File: config.mk
export PLATFORM = sky130hd
export DESIGN_NAME = silife_display_scheduler
export DESIGN_NICKNAME = d
export VERILOG_FILES = /design/src/rtl/silife_sched_pkg.sv /design/src/rtl/silife_frame_timer.sv /design/src/rtl/silife_display_scheduler.sv
export SDC_FILE = /design/constraint.sdc
export NUM_CORES = 1
export LEC_CHECK = 0
export ABC_AREA = 0
export ABC_CLOCK_PERIOD_IN_PS = 2800
export CELL_PAD_IN_SITES_DETAIL_PLACEMENT = 0
export CELL_PAD_IN_SITES_GLOBAL_PLACEMENT = 1
export CORE_UTILIZATION = 35
export CTS_BUF_LIST = sky130_fd_sc_hd__clkbuf_8
export DETAILED_ROUTE_END_ITERATION = 10
export PLACE_DENSITY_LB_ADDON = 0.3
export SETUP_SLACK_MARGIN = 0.4
export SYNTH_ARGS = -nofsm -noshare
export SYNTH_HDL_FRONTEND = slang
export SYNTH_HIERARCHICAL = 1
export SYNTH_SLANG_ARGS = --single-unit
File: constraint.sdc
create_clock -name clk -period 2.8 [get_ports clk]
set_input_delay 0.56 -clock clk [delete_from_list [all_inputs] [get_ports clk]]
set_output_delay 0.56 -clock clk [all_outputs]
set_load 0.05 [all_outputs]
File: src/rtl/silife_sched_pkg.sv
// silife_sched_pkg -- state and arbitration encodings shared by the display scheduler.
// Revision 1.0
`default_nettype none

package silife_sched_pkg;

  localparam logic [2:0] ST_IDLE = 3'd0;
  localparam logic [2:0] ST_INIT = 3'd1;
  localparam logic [2:0] ST_WAIT = 3'd2;
  localparam logic [2:0] ST_SCAN = 3'd3;
  localparam logic [2:0] ST_STEP = 3'd4;

  localparam logic LS_STEP = 1'b0;
  localparam logic LS_DISP = 1'b1;

  // Phases that depend on the external driver finishing and so run under the watchdog.
  function automatic logic watchdog_phase(input logic [2:0] st);
    return (st == ST_INIT) || (st == ST_SCAN);
  endfunction

endpackage

`default_nettype wire

File: src/rtl/silife_frame_timer.sv
// silife_frame_timer -- loadable down-counter that saturates at zero and flags expiry.
// Revision 1.0
`default_nettype none

module silife_frame_timer #(
  parameter int PERIOD_BITS = 24
) (
  input  logic                   clk,
  input  logic                   reset,
  input  logic                   i_load,
  input  logic [PERIOD_BITS-1:0] i_load_val,
  input  logic                   i_dec,
  output logic                   o_expired
);

  logic [PERIOD_BITS-1:0] count_q, count_d;

  always_comb begin
    count_d = count_q;
    if (i_load) begin
      count_d = i_load_val;
    end else if (i_dec && (count_q != '0)) begin
      count_d = count_q - PERIOD_BITS'(1);
    end
  end

  always_ff @(posedge clk or negedge reset) begin
    if (!reset) begin
      count_q <= '0;
    end else begin
      count_q <= count_d;
    end
  end

  assign o_expired = (count_q == '0);

endmodule

`default_nettype wire

File: src/rtl/silife_display_scheduler.sv
// silife_display_scheduler -- arbitrates grid access between MAX7219 frame scans and life steps.
// Revision 1.0
`default_nettype none

module silife_display_scheduler
  import silife_sched_pkg::*;
#(
  parameter int PERIOD_BITS = 24,
  parameter int WATCHDOG    = 4096
) (
  input  logic                   clk,
  input  logic                   reset,
  input  logic                   i_enable,
  input  logic [PERIOD_BITS-1:0] i_frame_period,
  input  logic                   i_disp_busy,
  input  logic                   i_step_req,
  input  logic                   i_step_done,
  output logic                   o_disp_enable,
  output logic                   o_frame,
  output logic                   o_step_grant,
  output logic [7:0]             o_frame_count,
  output logic                   o_timeout
);

  localparam int                 WD_BITS = $clog2(WATCHDOG + 1);
  localparam logic [WD_BITS-1:0] WD_LAST = WD_BITS'(WATCHDOG - 1);

  logic [2:0]         state_q, state_d;
  logic [WD_BITS-1:0] wd_q, wd_d;
  logic               seen_q, seen_d;
  logic [7:0]         count_q, count_d;
  logic               timeout_q, timeout_d;
  logic               den_q, den_d;
  logic               grant_q, grant_d;
  logic               last_q, last_d;

  logic timer_load;
  logic timer_dec;
  logic timer_expired;

  assign timer_dec = (state_q == ST_WAIT) || (state_q == ST_STEP);

  silife_frame_timer #(
    .PERIOD_BITS(PERIOD_BITS)
  ) u_frame_timer (
    .clk        (clk),
    .reset      (reset),
    .i_load     (timer_load),
    .i_load_val (i_frame_period),
    .i_dec      (timer_dec),
    .o_expired  (timer_expired)
  );

  always_comb begin
    state_d    = state_q;
    seen_d     = seen_q;
    count_d    = count_q;
    timeout_d  = timeout_q;
    den_d      = den_q;
    last_d     = last_q;
    timer_load = 1'b0;

    case (state_q)
      ST_IDLE: begin
        if (i_step_req) begin
          state_d = ST_STEP;
        end else if (i_enable) begin
          state_d = ST_INIT;
          den_d   = 1'b1;
        end
      end
      ST_INIT, ST_SCAN: begin
        // Completion within the limit wins over the watchdog firing on the same cycle.
        if (!i_enable) begin
          state_d = ST_IDLE;
        end else if (seen_q && !i_disp_busy) begin
          state_d    = ST_WAIT;
          timer_load = 1'b1;
          count_d    = count_q + 8'd1;
          if (state_q == ST_SCAN) begin
            last_d = LS_DISP;
          end
        end else if (wd_q == WD_LAST) begin
          timeout_d = 1'b1;
          state_d   = ST_IDLE;
        end else if (i_disp_busy) begin
          seen_d = 1'b1;
        end
      end
      ST_WAIT: begin
        if (!i_enable) begin
          state_d = ST_IDLE;
        end else if (timer_expired && !(i_step_req && (last_q == LS_DISP))) begin
          state_d = ST_SCAN;
        end else if (i_step_req) begin
          state_d = ST_STEP;
        end
      end
      ST_STEP: begin
        // A step taken straight from IDLE never initialised the driver, so it returns there.
        if (i_step_done) begin
          last_d  = LS_STEP;
          state_d = (i_enable && den_q) ? ST_WAIT : ST_IDLE;
        end
      end
      default: begin
        state_d = ST_IDLE;
      end
    endcase

    if (state_d == ST_IDLE) begin
      den_d = 1'b0;
    end
    if (state_d != state_q) begin
      seen_d = 1'b0;
    end
    wd_d    = ((state_d == state_q) && watchdog_phase(state_q)) ? wd_q + WD_BITS'(1) : '0;
    grant_d = (state_d == ST_STEP);
  end

  always_ff @(posedge clk or negedge reset) begin
    if (!reset) begin
      state_q   <= ST_IDLE;
      wd_q      <= '0;
      seen_q    <= 1'b0;
      count_q   <= '0;
      timeout_q <= 1'b0;
      den_q     <= 1'b0;
      grant_q   <= 1'b0;
      last_q    <= LS_STEP;
    end else begin
      state_q   <= state_d;
      wd_q      <= wd_d;
      seen_q    <= seen_d;
      count_q   <= count_d;
      timeout_q <= timeout_d;
      den_q     <= den_d;
      grant_q   <= grant_d;
      last_q    <= last_d;
    end
  end

  assign o_disp_enable = den_q;
  assign o_frame       = (state_q == ST_SCAN) && !seen_q;
  assign o_step_grant  = grant_q;
  assign o_frame_count = count_q;
  assign o_timeout     = timeout_q;

endmodule

`default_nettype wire
==> results.md, run 1 <==
- Die outline height: 94.3 um
- Net Count, Synth: 347
- Total of flip-flops plus latches after synthesis: 53
- Dominant synthesized flop cell: sky130_fd_sc_hd__dfrtp_1
- Library cell occupying the most area in the post-synthesis netlist: sky130_fd_sc_hd__dfrtp_1
- Placed cell count: 460
- Share of cells above drive strength 1: between 20% and 30%
- Met2 track utilization from global routing: between 30% and 40%
- Die ar.: roughly 0.0089 mm^2
- Final ANT Viol Nets: 0
- Final global-route overflow total: 0
- Part of the Yosys area used for sequential elements: ~44%
- CORE AREA: between 0.008 and 0.009 mm^2
- Status: completed
- Number of buffers on the longest clock path: 2
- Met3 track demand over resource: under 10%
- TritonCTS clock tree: yes
- Share of synthesized registers carrying an async set or reset: 100%
- Layout filler cell count: 760
- Number of global-route vias before repair: about 2600
- Data arrival time of the critical path: between 2000 and 3000 ps
- Antenna diode count: 0
- Power density over cell area: between 500 and 600 mW/mm^2
- Summed negative setup slack over all endpoints: 0 ps
- Site Rows: 33
- Clock tree skew after final layout: around 7.3 ps
- Placed Area: about 0.0036 mm^2
- Minimum clock period after layout: ~2600 ps
- Layout area overhead: 34.7%
- Met1 Track Usage GR: 23.0%
- Worst setup EP type: register
- Cell Area, Synth: between 0.002 and 0.003 mm^2
- Post-Layout Cell Count: between 400 and 500
- Layout Nets: ~420
- DP HPWL: between 4000 and 5000 um
- Number of antenna violations at the first check in global routing: 0
- Required time of the worst setup path: between 3000 and 4000 ps
- Area of all sequential standard cells: about 0.0013 mm^2
- Via-per-instance ratio: 5.39
- Final weighted congestion of routability-driven global placement: between 0.7 and 0.8
- Mapped Avg Cell Area: 9.53 um^2
- Clock transition at the registers of the reported paths: 110 ps
- Pre-CTS setup slack: 67.9 ps
- Via count: 2658
- Worst slew slack as a fraction of its limit: around 54%
- Number of search-and-repair iterations in the first detailed-routing pass: 4
- CTS HTree Levels: 2
- Least-Margin Pin Slew: between 600 and 700 ps
- Root Driver: sky130_fd_sc_hd__clkbuf_8
- Period utilization: between 90% and 100%
- TritonCTS buffer count: 5
- Cell count after synthesis: 313
- Maximum vdd drop: about 410 uV
- Number of design-rule violations left by the first detailed-router iteration: roughly 110
- Gr busiest metal: met2
- Type of the worst min-delay path: in -> async
- Number of design rule violations left after detail routing: 0
- Final setup viols: 0
- Top cells by area, synth: sky130_fd_sc_hd__dfrtp_1 44%, sky130_fd_sc_hd__xnor2_1 5.0%, sky130_fd_sc_hd__nand2_1 3.3%
- Largest net degree at the start of global routing: 23
- Detail-routed net length per standard cell: ~15 um
- Fraction of synthesized cell area taken by the top area cell type: roughly 44%
- Final setup margin: around 230 ps
- Worst reg2reg path depth: 7
- Yosys warnings: 6
- Clock latency on the worst-skew pair: 320 ps
- Most frequently used cell type in the post-synthesis netlist: sky130_fd_sc_hd__dfrtp_1
- Port Buf Inserts: 41
- Library cells used by synthesis: between 50 and 60
- Horizontal die dimension: about 94 um
- Maximum fanout encountered on the critical timing path: 6
- Max-cap viol count: 0
- CTS Hold Buffers Added: 0
- Final hold vios: 0
- Highest clock rate: 0.390 GHz
- Area used by multi-input combinational logic: approximately 0.0017 mm^2
- Wire length of the first global-routing pass: roughly 12000 um
- Endpoint of the worst register-to-register path: u_frame_timer/count_q[19]
- Gr usage total: between 10% and 20%
- Static Leak: ~1.6 nW
- Total wire length after detailed routing: between 7000 and 8000 um
- Register-to-register setup slack: between 200 and 250 ps
- Max-slew violation count: 0
- Startpoint of the worst register-to-register path: state_q[1]
- Sinks on Clock Net: 53
- Ranking of synthesized cells by instance count: 53 x sky130_fd_sc_hd__dfrtp_1, 26 x sky130_fd_sc_hd__nand2_1, 26 x sky130_fd_sc_hd__nor2_1
- Total non-filler cell area in the finished layout: roughly 0.004 mm^2
- Type of origin of the critical path: register
- Crit path kind: reg -> reg
- Top-level port count: 42
- Starting Density: 36.3%
- Count of flip-flops with a built-in enable after synthesis: 0
- Setup repair after global routing missed its margin: yes
## stage by stage
stage / util, % / hold WS (ps) / total power, mW
detailed placement: 43.4 / 455 / 1.56
floorplan: - / 264 / 1.39
CTS: 46.7 / 139 / 2.15
global placement: 43.4 / 442 / 1.56
global route: 48.9 / 153 / 2.36
finish: 48.9 / 132 / 2.22
## worst max path at each step
stage	start	depth (start not counted)	end
final	state_q[1]	7	u_frame_timer/count_q[19]
after global routing	state_q[1]	8	u_frame_timer/count_q[7]
after CTS	state_q[1]	8	u_frame_timer/count_q[7]
after detailed placement	state_q[1]	7	u_frame_timer/count_q[19]
after global placement	state_q[1]	7	u_frame_timer/count_q[19]
after floorplan	state_q[1]	10	u_frame_timer/count_q[13]
## worst max-delay path, cell delays in order (launching register included)
cell,delay (ps)
sky130_fd_sc_hd__dfrtp_1,420
sky130_fd_sc_hd__xnor2_2,150
sky130_fd_sc_hd__nor2_2,140
sky130_fd_sc_hd__or4b_4,500
sky130_fd_sc_hd__or4_4,440
sky130_fd_sc_hd__a31o_4,250
sky130_fd_sc_hd__or3_1,340
sky130_fd_sc_hd__o311ai_1,230
## repair_timing
action,CTS,global route
setup buffers,10,13
gates cloned,1,1
pin swaps,7,12
endpoints found under the setup margin,23,27
gates resized for setup,17,18
## cell families after synthesis
kind of cell,after synthesis,synth area share (%)
AOI/OAI and AO/OA,58,13.8
xor gates and xnor gates,25,7.34
adders and majority gates,4,1.68
buffers and inverters,24,3.86
DFF,53,44.5
muxes,4,1.51
and+or+nand+nor,145,27.3
## cells in the final DEF, fill, tap and decap left out, types with 4 or more instances in the layout
cell	instances
sky130_fd_sc_hd__dfrtp_1	52
sky130_fd_sc_hd__clkdlybuf4s50_1	39
sky130_fd_sc_hd__buf_4	34
sky130_fd_sc_hd__nand2_1	26
sky130_fd_sc_hd__nor2_1	25
sky130_fd_sc_hd__xnor2_1	16
sky130_fd_sc_hd__nand3_1	14
sky130_fd_sc_hd__o21ai_0	13
sky130_fd_sc_hd__a31oi_1	13
sky130_fd_sc_hd__nor2_2	11
sky130_fd_sc_hd__inv_1	10
sky130_fd_sc_hd__xor2_1	8
sky130_fd_sc_hd__or3_1	8
sky130_fd_sc_hd__nor3_1	7
sky130_fd_sc_hd__nand2b_1	5
sky130_fd_sc_hd__nand4_1	5
sky130_fd_sc_hd__or4_4	5
sky130_fd_sc_hd__and3_1	5
sky130_fd_sc_hd__clkbuf_8	5
sky130_fd_sc_hd__a21oi_1	4
sky130_fd_sc_hd__mux2_2	4
sky130_fd_sc_hd__ha_1	4
sky130_fd_sc_hd__or4_1	4
## state kept, by name (all words and copies together) (netlist names)
register / cells
o_step_grant: 1
u_frame_timer/count_q: 24
wd_q: 13
seen_q: 1
last_q: 1
o_timeout: 1
o_frame_count: 8
state_q: 3
o_disp_enable: 1
## final cells by class
type                       instances  area share [%]
clock buffer                       5            1.71
clock inverter                     3           0.623
tap                              105            3.27
inverter                          12            1.12
multi-input combinational        238            43.2
timing repair buffer              77            17.0
sequential                        53            33.1
## power by group
group,total [mW],leakage [nW],switching (mW),internal [mW]
Sequential,0.964,0.651,0.0989,0.865
Clock,0.466,0.0452,0.283,0.183
Combinational,0.789,0.868,0.389,0.400
Total,2.22,1.56,0.771,1.45
## routing by layer
| metal | share of wire, % | wire length [um] |
|---|---|---|
| met5 | 0 | 0 |
| met4 | 1.4 | 104 |
| met3 | 3.2 | 243 |
| met2 | 49 | 3720 |
| met1 | 46 | 3480 |
No activity file was read; power rests on OpenSTA's default activity.
==> inputs of run 2 (changes only) <==
--- a/config.mk
+++ b/config.mk
@@ -10,7 +10,7 @@
 export CELL_PAD_IN_SITES_DETAIL_PLACEMENT = 0
 export CELL_PAD_IN_SITES_GLOBAL_PLACEMENT = 1
 export CORE_UTILIZATION = 35
-export CTS_BUF_LIST = sky130_fd_sc_hd__clkbuf_8
+export CTS_CLUSTER_SIZE = 28
 export DETAILED_ROUTE_END_ITERATION = 10
 export PLACE_DENSITY_LB_ADDON = 0.3
 export SETUP_SLACK_MARGIN = 0.4
==> results of run 2 <==
Same layout as run 1: the final DEF is identical, and so are final timing and power.
